[config.mk]
export PLATFORM = sky130hd
export DESIGN_NAME = hog_lite_ctrl
export DESIGN_NICKNAME = d
export VERILOG_FILES = /design/src/rtl/hog_lite_ctrl.sv
export SDC_FILE = /design/constraint.sdc
export NUM_CORES = 1
export LEC_CHECK = 0
export BUFFER_PORTS_ARGS = -buffer_cell sky130_fd_sc_hd__buf_4
export CORE_MARGIN = 2
export CORE_UTILIZATION = 50
export DETAILED_ROUTE_END_ITERATION = 6
export PLACE_DENSITY = 0.7
export SLEW_MARGIN = 15
export SYNTH_ARGS = -nofsm -noshare
export SYNTH_HDL_FRONTEND = slang
export SYNTH_SLANG_ARGS = --single-unit
[constraint.sdc]
create_clock -name user_clk -period 12.95 [get_ports user_clk]
set_input_delay 2.59 -clock user_clk [delete_from_list [all_inputs] [get_ports user_clk]]
set_output_delay 2.59 -clock user_clk [all_outputs]
set_load 0.02 [all_outputs]
[src/rtl/hog_lite_ctrl.sv]
// hog_lite_ctrl
//   Register/control slave on the Xillybus-Lite user port for the HOG/SVM
//   detection core. Holds core configuration, issues start commands through
//   an IDLE/RUN state machine, buffers detection scores in a result FIFO that
//   the host drains through the RESULT register, and pulses user_irq on frame
//   completion.
//   Optional feature macro: HOG_LITE_CYCLE_CNT_EN (RUN-cycle counter at 0x18).
//
//   Result handshake (core -> FIFO): a word is transferred on a rising clock
//   edge where res_valid is high and the FIFO accepts it. res_ready is !full.
//   While full, a word offered in the same cycle as a RESULT pop is still
//   taken because the pop frees its slot on that edge; any other word offered
//   while res_ready is low is dropped and flags OVF.
//
//   dbg_state mirrors the FSM state (0 = IDLE, 1 = RUN) for checkers.
module hog_lite_ctrl #(
  parameter int          FIFO_DEPTH = 16,
  parameter logic [31:0] ID_VALUE   = 32'h484F4731
) (
  input  logic        user_clk,
  input  logic        user_rst,
  input  logic        user_wren,
  input  logic [3:0]  user_wstrb,
  input  logic        user_rden,
  input  logic [31:0] user_addr,
  input  logic [31:0] user_wr_data,
  output logic [31:0] user_rd_data,
  output logic        user_irq,
  output logic        core_start,
  output logic [31:0] core_win_cfg,
  output logic [31:0] core_thresh,
  input  logic        core_done,
  input  logic        res_valid,
  input  logic [31:0] res_data,
  output logic        res_ready,
  output logic        dbg_state
);

  localparam int AW = (FIFO_DEPTH > 1) ? $clog2(FIFO_DEPTH) : 1;
  localparam int CW = AW + 1;

  typedef enum logic {
    S_IDLE = 1'b0,
    S_RUN  = 1'b1
  } state_t;

  // Register offsets, word index user_addr[4:2]
  localparam logic [2:0] A_CTRL   = 3'd0;
  localparam logic [2:0] A_STATUS = 3'd1;
  localparam logic [2:0] A_WIN    = 3'd2;
  localparam logic [2:0] A_THRESH = 3'd3;
  localparam logic [2:0] A_RESULT = 3'd4;
  localparam logic [2:0] A_ID     = 3'd5;
  localparam logic [2:0] A_CYCLES = 3'd6;

  state_t state_q, state_d;
  logic   start_fire;
  logic   done_hit;

  logic [2:0]  reg_idx;
  logic        wr_ctrl, wr_status, wr_win, wr_thresh;
  logic        rd_result;
  logic        start_cmd, soft_rst_cmd;
  logic        irq_en_q, done_q, ovf_q;
  logic [31:0] rd_mux;

  logic [31:0]   fifo_mem [FIFO_DEPTH];
  logic [AW-1:0] wr_ptr, rd_ptr;
  logic [CW-1:0] fifo_count;
  logic [31:0]   count_ext;
  logic          fifo_empty, fifo_full;
  logic          push, pop, ovf_set;

  logic unused_addr_bits;
  assign unused_addr_bits = ^{user_addr[31:5], user_addr[1:0]};

  // Access decode
  assign reg_idx   = user_addr[4:2];
  assign wr_ctrl   = user_wren & (reg_idx == A_CTRL) & user_wstrb[0];
  assign wr_status = user_wren & (reg_idx == A_STATUS) & user_wstrb[0];
  assign wr_win    = user_wren & (reg_idx == A_WIN);
  assign wr_thresh = user_wren & (reg_idx == A_THRESH);
  assign rd_result = user_rden & (reg_idx == A_RESULT);

  // SOFT_RST dominates START when both bits are written together
  assign soft_rst_cmd = wr_ctrl & user_wr_data[1];
  assign start_cmd    = wr_ctrl & user_wr_data[0] & ~user_wr_data[1];

  // FSM state register
  always_ff @(posedge user_clk or posedge user_rst) begin
    if (user_rst) state_q <= S_IDLE;
    else          state_q <= state_d;
  end

  // FSM next state; START in RUN and core_done in IDLE fall through unused
  always_comb begin
    state_d    = state_q;
    start_fire = 1'b0;
    done_hit   = 1'b0;
    case (state_q)
      S_IDLE: begin
        if (start_cmd) begin
          state_d    = S_RUN;
          start_fire = 1'b1;
        end
      end
      S_RUN: begin
        if (soft_rst_cmd) begin
          state_d = S_IDLE;
        end else if (core_done) begin
          state_d  = S_IDLE;
          done_hit = 1'b1;
        end
      end
      default: state_d = S_IDLE;
    endcase
  end

  assign dbg_state = state_q;

  // Start pulse and interrupt pulse, both one cycle after their cause
  always_ff @(posedge user_clk or posedge user_rst) begin
    if (user_rst) begin
      core_start <= 1'b0;
      user_irq   <= 1'b0;
    end else begin
      core_start <= start_fire;
      user_irq   <= done_hit & ~done_q & irq_en_q;
    end
  end

  // CTRL.IRQ_EN and the sticky STATUS flags; a new set beats a W1C clear
  always_ff @(posedge user_clk or posedge user_rst) begin
    if (user_rst) begin
      irq_en_q <= 1'b0;
      done_q   <= 1'b0;
      ovf_q    <= 1'b0;
    end else begin
      if (wr_ctrl) irq_en_q <= user_wr_data[2];

      if (soft_rst_cmd)                     done_q <= 1'b0;
      else if (done_hit)                    done_q <= 1'b1;
      else if (wr_status && user_wr_data[1]) done_q <= 1'b0;

      if (soft_rst_cmd)                     ovf_q <= 1'b0;
      else if (ovf_set)                     ovf_q <= 1'b1;
      else if (wr_status && user_wr_data[4]) ovf_q <= 1'b0;
    end
  end

  // Configuration registers with per-byte write enables
  always_ff @(posedge user_clk or posedge user_rst) begin
    if (user_rst) begin
      core_win_cfg <= 32'h0;
      core_thresh  <= 32'h0;
    end else begin
      for (int b = 0; b < 4; b++) begin
        if (wr_win && user_wstrb[b])    core_win_cfg[8*b +: 8] <= user_wr_data[8*b +: 8];
        if (wr_thresh && user_wstrb[b]) core_thresh[8*b +: 8]  <= user_wr_data[8*b +: 8];
      end
    end
  end

  // Result FIFO status and transfer qualifiers
  assign fifo_empty = (fifo_count == '0);
  assign fifo_full  = (fifo_count == CW'(FIFO_DEPTH));
  assign res_ready  = ~fifo_full;
  assign pop        = rd_result & ~fifo_empty;
  assign push       = res_valid & (~fifo_full | pop);
  assign ovf_set    = res_valid & ~push;
  assign count_ext  = 32'(fifo_count);

  // FIFO storage; contents need no reset since pointers gate every read
  always_ff @(posedge user_clk) begin
    if (push) fifo_mem[wr_ptr] <= res_data;
  end

  // FIFO pointers and occupancy
  always_ff @(posedge user_clk or posedge user_rst) begin
    if (user_rst) begin
      wr_ptr     <= '0;
      rd_ptr     <= '0;
      fifo_count <= '0;
    end else if (soft_rst_cmd) begin
      wr_ptr     <= '0;
      rd_ptr     <= '0;
      fifo_count <= '0;
    end else begin
      if (push) wr_ptr <= wr_ptr + 1'b1;
      if (pop)  rd_ptr <= rd_ptr + 1'b1;
      case ({push, pop})
        2'b10:   fifo_count <= fifo_count + 1'b1;
        2'b01:   fifo_count <= fifo_count - 1'b1;
        default: fifo_count <= fifo_count;
      endcase
    end
  end

`ifdef HOG_LITE_CYCLE_CNT_EN
  logic [31:0] cycle_cnt;

  // RUN-cycle counter: cleared on entry to RUN, frozen once back in IDLE
  always_ff @(posedge user_clk or posedge user_rst) begin
    if (user_rst) begin
      cycle_cnt <= 32'h0;
    end else if (soft_rst_cmd || start_fire) begin
      cycle_cnt <= 32'h0;
    end else if (state_q == S_RUN && cycle_cnt != 32'hFFFF_FFFF) begin
      cycle_cnt <= cycle_cnt + 32'd1;
    end
  end
`endif

  // Read data selection for the addressed register
  always_comb begin
    rd_mux = 32'h0;
    case (reg_idx)
      A_CTRL:   rd_mux = {29'h0, irq_en_q, 2'b00};
      A_STATUS: rd_mux = {16'h0, count_ext[7:0], 3'b000, ovf_q, fifo_full,
                          fifo_empty, done_q, (state_q == S_RUN)};
      A_WIN:    rd_mux = core_win_cfg;
      A_THRESH: rd_mux = core_thresh;
      A_RESULT: rd_mux = fifo_empty ? 32'h0 : fifo_mem[rd_ptr];
      A_ID:     rd_mux = ID_VALUE;
`ifdef HOG_LITE_CYCLE_CNT_EN
      A_CYCLES: rd_mux = cycle_cnt;
`else
      A_CYCLES: rd_mux = 32'h0;
`endif
      default:  rd_mux = 32'h0;
    endcase
  end

  // Registered read data, held between reads
  always_ff @(posedge user_clk or posedge user_rst) begin
    if (user_rst)       user_rd_data <= 32'h0;
    else if (user_rden) user_rd_data <= rd_mux;
  end

endmodule
==> metrics.cfg <==
[pwr]
power_mw = 5.50
ir_drop_uv = 168
power.leakage_nw = 9.94
p_per_area_nw_per_um2 = 192

[critical_path]
crit_path_frequent_cell = buf_4
critPathArrivalTime_ns = 5.85
crit_type = in -> reg
crit_buf_inv = 2
crit_path_max_incr_delay_ns = 0.85
end_kind = flip-flop
crit_cells = 6
cp_top_family = simple AND/OR/NAND/NOR gates
crit_start = user_addr[2]
reg2reg_to = fifo_mem[11][10]
crit_slowest_cell = nor3_2
r2r_start = fifo_count[1]
path_max_fanout = 40
crit_required_ns = 13.20
cp_cell_sequence = buf_4 -> nand4bb_1 -> a31oi_2 -> nand2_1 -> nor3_2 -> buf_4
reg2regPathDepth = 5
cp-start-kind = primary input
r2r_setup_slack_ns = 9.75
critPathCapture = fifo_mem[11][10]

[detailed_routing]
wire_per_inst_um = 25.5
wirelength_um = 54900
vias_per_cell = 5.86
drt_iter0_markers = 1272
dr.pass1.iters = 5
vias = 12600
drc = 0
antenna_left = 0

[clock_network]
postCtsSetupBuffers = 0
insertion_delay_ns = 0.62
cts.htree.levels = 2
clk_pin_slew_worst_paths_ns = 0.07
cts_root_buffer = clkbuf_16
ctsHoldBuffers = 0
cts_resized = 0
numClockSinks = 627
cts_tree = built
clock_path_buffers = 3
cts_buffers = 59

[timing]
finalMaxSlewViolations = 0
skew_ns = 0.0181
tns_ns = 0
timing.final.crit_share_pct = 43.3
fmax_mhz = 178
rsz0062_at_grt = no
fin_hold_ws_ns = 0.496
period_minus_slack_ns = 5.60
finalSetupViolations = 0
relSlewSlack_pct = 28.6
hold_viol = 0
worstMarginPinSlew_ns = 1.06

[status]
status = complete, no violations

[cells_and_area]
ff_latch_area_um2 = 18300
fin_nets = 1549
drive_gt1_share_pct = 34.5
syn_to_final_growth_pct = 16.0
fill_cells = 3563
multiInputGateArea_um2 = 6200

[floorplan]
die_x_um = 226
core_um2 = 49000
io_pins = 206
rows = 81
die_area_um2 = 51300
initial_core_util_pct = 50.6
die_h_um = 226

[synth]
netlist_area_um2 = 24700
synth_top_area_cell = edfxtp_1
synth_fp_nets = 1351
syn-instance-count = 1239
synth.avg_cell_area_um2 = 20.0
synth_cell_types = 62
synth_enable_flop_cells = 512
async_reset_ff_share_pct = 18.3
seq_area_frac_synth_pct = 73.7
yosys_warnings = 0
synth_top_cell_area_share_pct = 62.1
synth_flop_cell = edfxtp_1
synthTopCellsByArea = edfxtp_1 62%, mux4_2 12%, dfrtp_1 12%, mux2_2 3.3%, mux2i_1 3.0%
synth_seq_cells = 627

[grt]
antenna_found_initial = 2
grt_start_max_net_pins = 119
overflow = 0
grt_pass1_wl_um = 81000
grt_pass1_vias = 12800
grtUsageTotal_pct = 21.7

[min_path]
min_delay_path_depth = 1
hp-class = reg -> reg

[job]
maxCapViolations = 0

[placed_design]
hpwl_um = 32900
port_buffers = 176
place_congestion = 0.781

==> area by class of cell <==
class | count | share of cell area [%]
Multi-Input combinational cell | 529 | 21.6
Clock inverter | 27 | 0.654
Sequential cell | 627 | 63.6
Tap cell | 664 | 2.89
Antenna cell | 2 | 0.0174
Timing Repair Buffer | 202 | 5.33
Clock buffer | 84 | 5.65
Inverter | 18 | 0.244
==> cells by family after synthesis <==
logic type | count (synthesis) | share of synthesized area [%]
compound gates | 126 | 3.69
buf+inv | 83 | 1.52
simple gates | 110 | 2.27
fa+ha+maj | 6 | 0.303
mux | 279 | 18.2
flops | 627 | 73.7
xor+xnor | 8 | 0.283
==> power by group <==
part           internal, mW  total (mW)  switching, mW
combinational         0.628        1.32          0.690
sequential             2.42        2.56          0.140
clock                 0.908        1.62          0.715
==> synthesized netlist by cell type, drive strengths merged (5+ instances only) <==
cell type and instances:
nand2 36, edfxtp 512, a22o 11, ha 6, buf 39, o211ai 21, dfrtp 115, mux4 129
inv 18, a211o 9, o22ai 9, clkbuf 26, mux2i 75, a21oi 8, o21ai 37, xor2 6
nor2 34, and2 5, nor4 5, o221ai 6, mux2 75
==> layout by cell type, fill, tap and decap left out, types with 6 or more instances in the layout <==
cell	instances
nor2_1	30
clkbuf_16	60
dfrtp_1	111
edfxtp_1	512
mux4_2	129
inv_1	17
clkinv_2	8
mux2i_1	75
nand2_1	33
a211o_1	9
clkbuf_1	21
o22ai_1	9
a21oi_1	7
o21ai_0	37
buf_4	201
o211ai_1	21
o221ai_1	6
a22o_1	11
ha_1	6
mux2_2	72
clkinv_1	13
xor2_1	6
==> worst register-to-register path: stages (launching register included) <==
cell	delay (ns)
dfrtp_1	0.53
nor4_4	0.16
a31oi_2	0.46
nand2_1	0.24
nor3_2	0.85
buf_4	0.58
==> metal layers <==
layer / vias to the layer above / track usage (%) / part of all wire [%]
li1: 5467 / - / -
met5: - / 0 / 0
met4: 0 / 5.01 / 1.8
met1: 6664 / 29.8 / 42
met3: 63 / 4.72 / 7.0
met2: 420 / 35.8 / 49
==> flip-flops by register name, summed over array words and instances, names as in the netlist <==
signal / cells
rd_ptr: 4
irq_en_q: 1
user_rd_data: 32
ovf_q: 1
user_irq: 1
dbg_state: 1
core_win_cfg: 32
wr_ptr: 4
core_start: 1
fifo_count: 5
fifo_mem: 512
done_q: 1
core_thresh: 32
==> through the flow <==
stage	worst slack [ns]	cell area [um2]	std cells	utilization [%]
floorplan	5.92	24800	1239	-
global placement	6.76	26900	2040	54.9
detailed placement	6.71	26900	2040	54.9
CTS	7.35	28700	2151	58.6
global route	7.10	28700	2152	58.6
finish	7.35	28700	2153	58.7
==> how the worst min path moves through the flow <==
| stage | to | start | slack, ns |
|---|---|---|---|
| floorplan | irq_en_q | irq_en_q | 0.50 |
| global placement | user_rd_data[28] | user_rd_data[28] | 0.47 |
| detailed placement | user_rd_data[29] | user_rd_data[29] | 0.48 |
| CTS | user_rd_data[23] | user_rd_data[23] | 0.50 |
| global route | user_rd_data[23] | user_rd_data[23] | 0.50 |
| finish | user_rd_data[26] | user_rd_data[26] | 0.50 |
(Power assumes the default switching activity.)
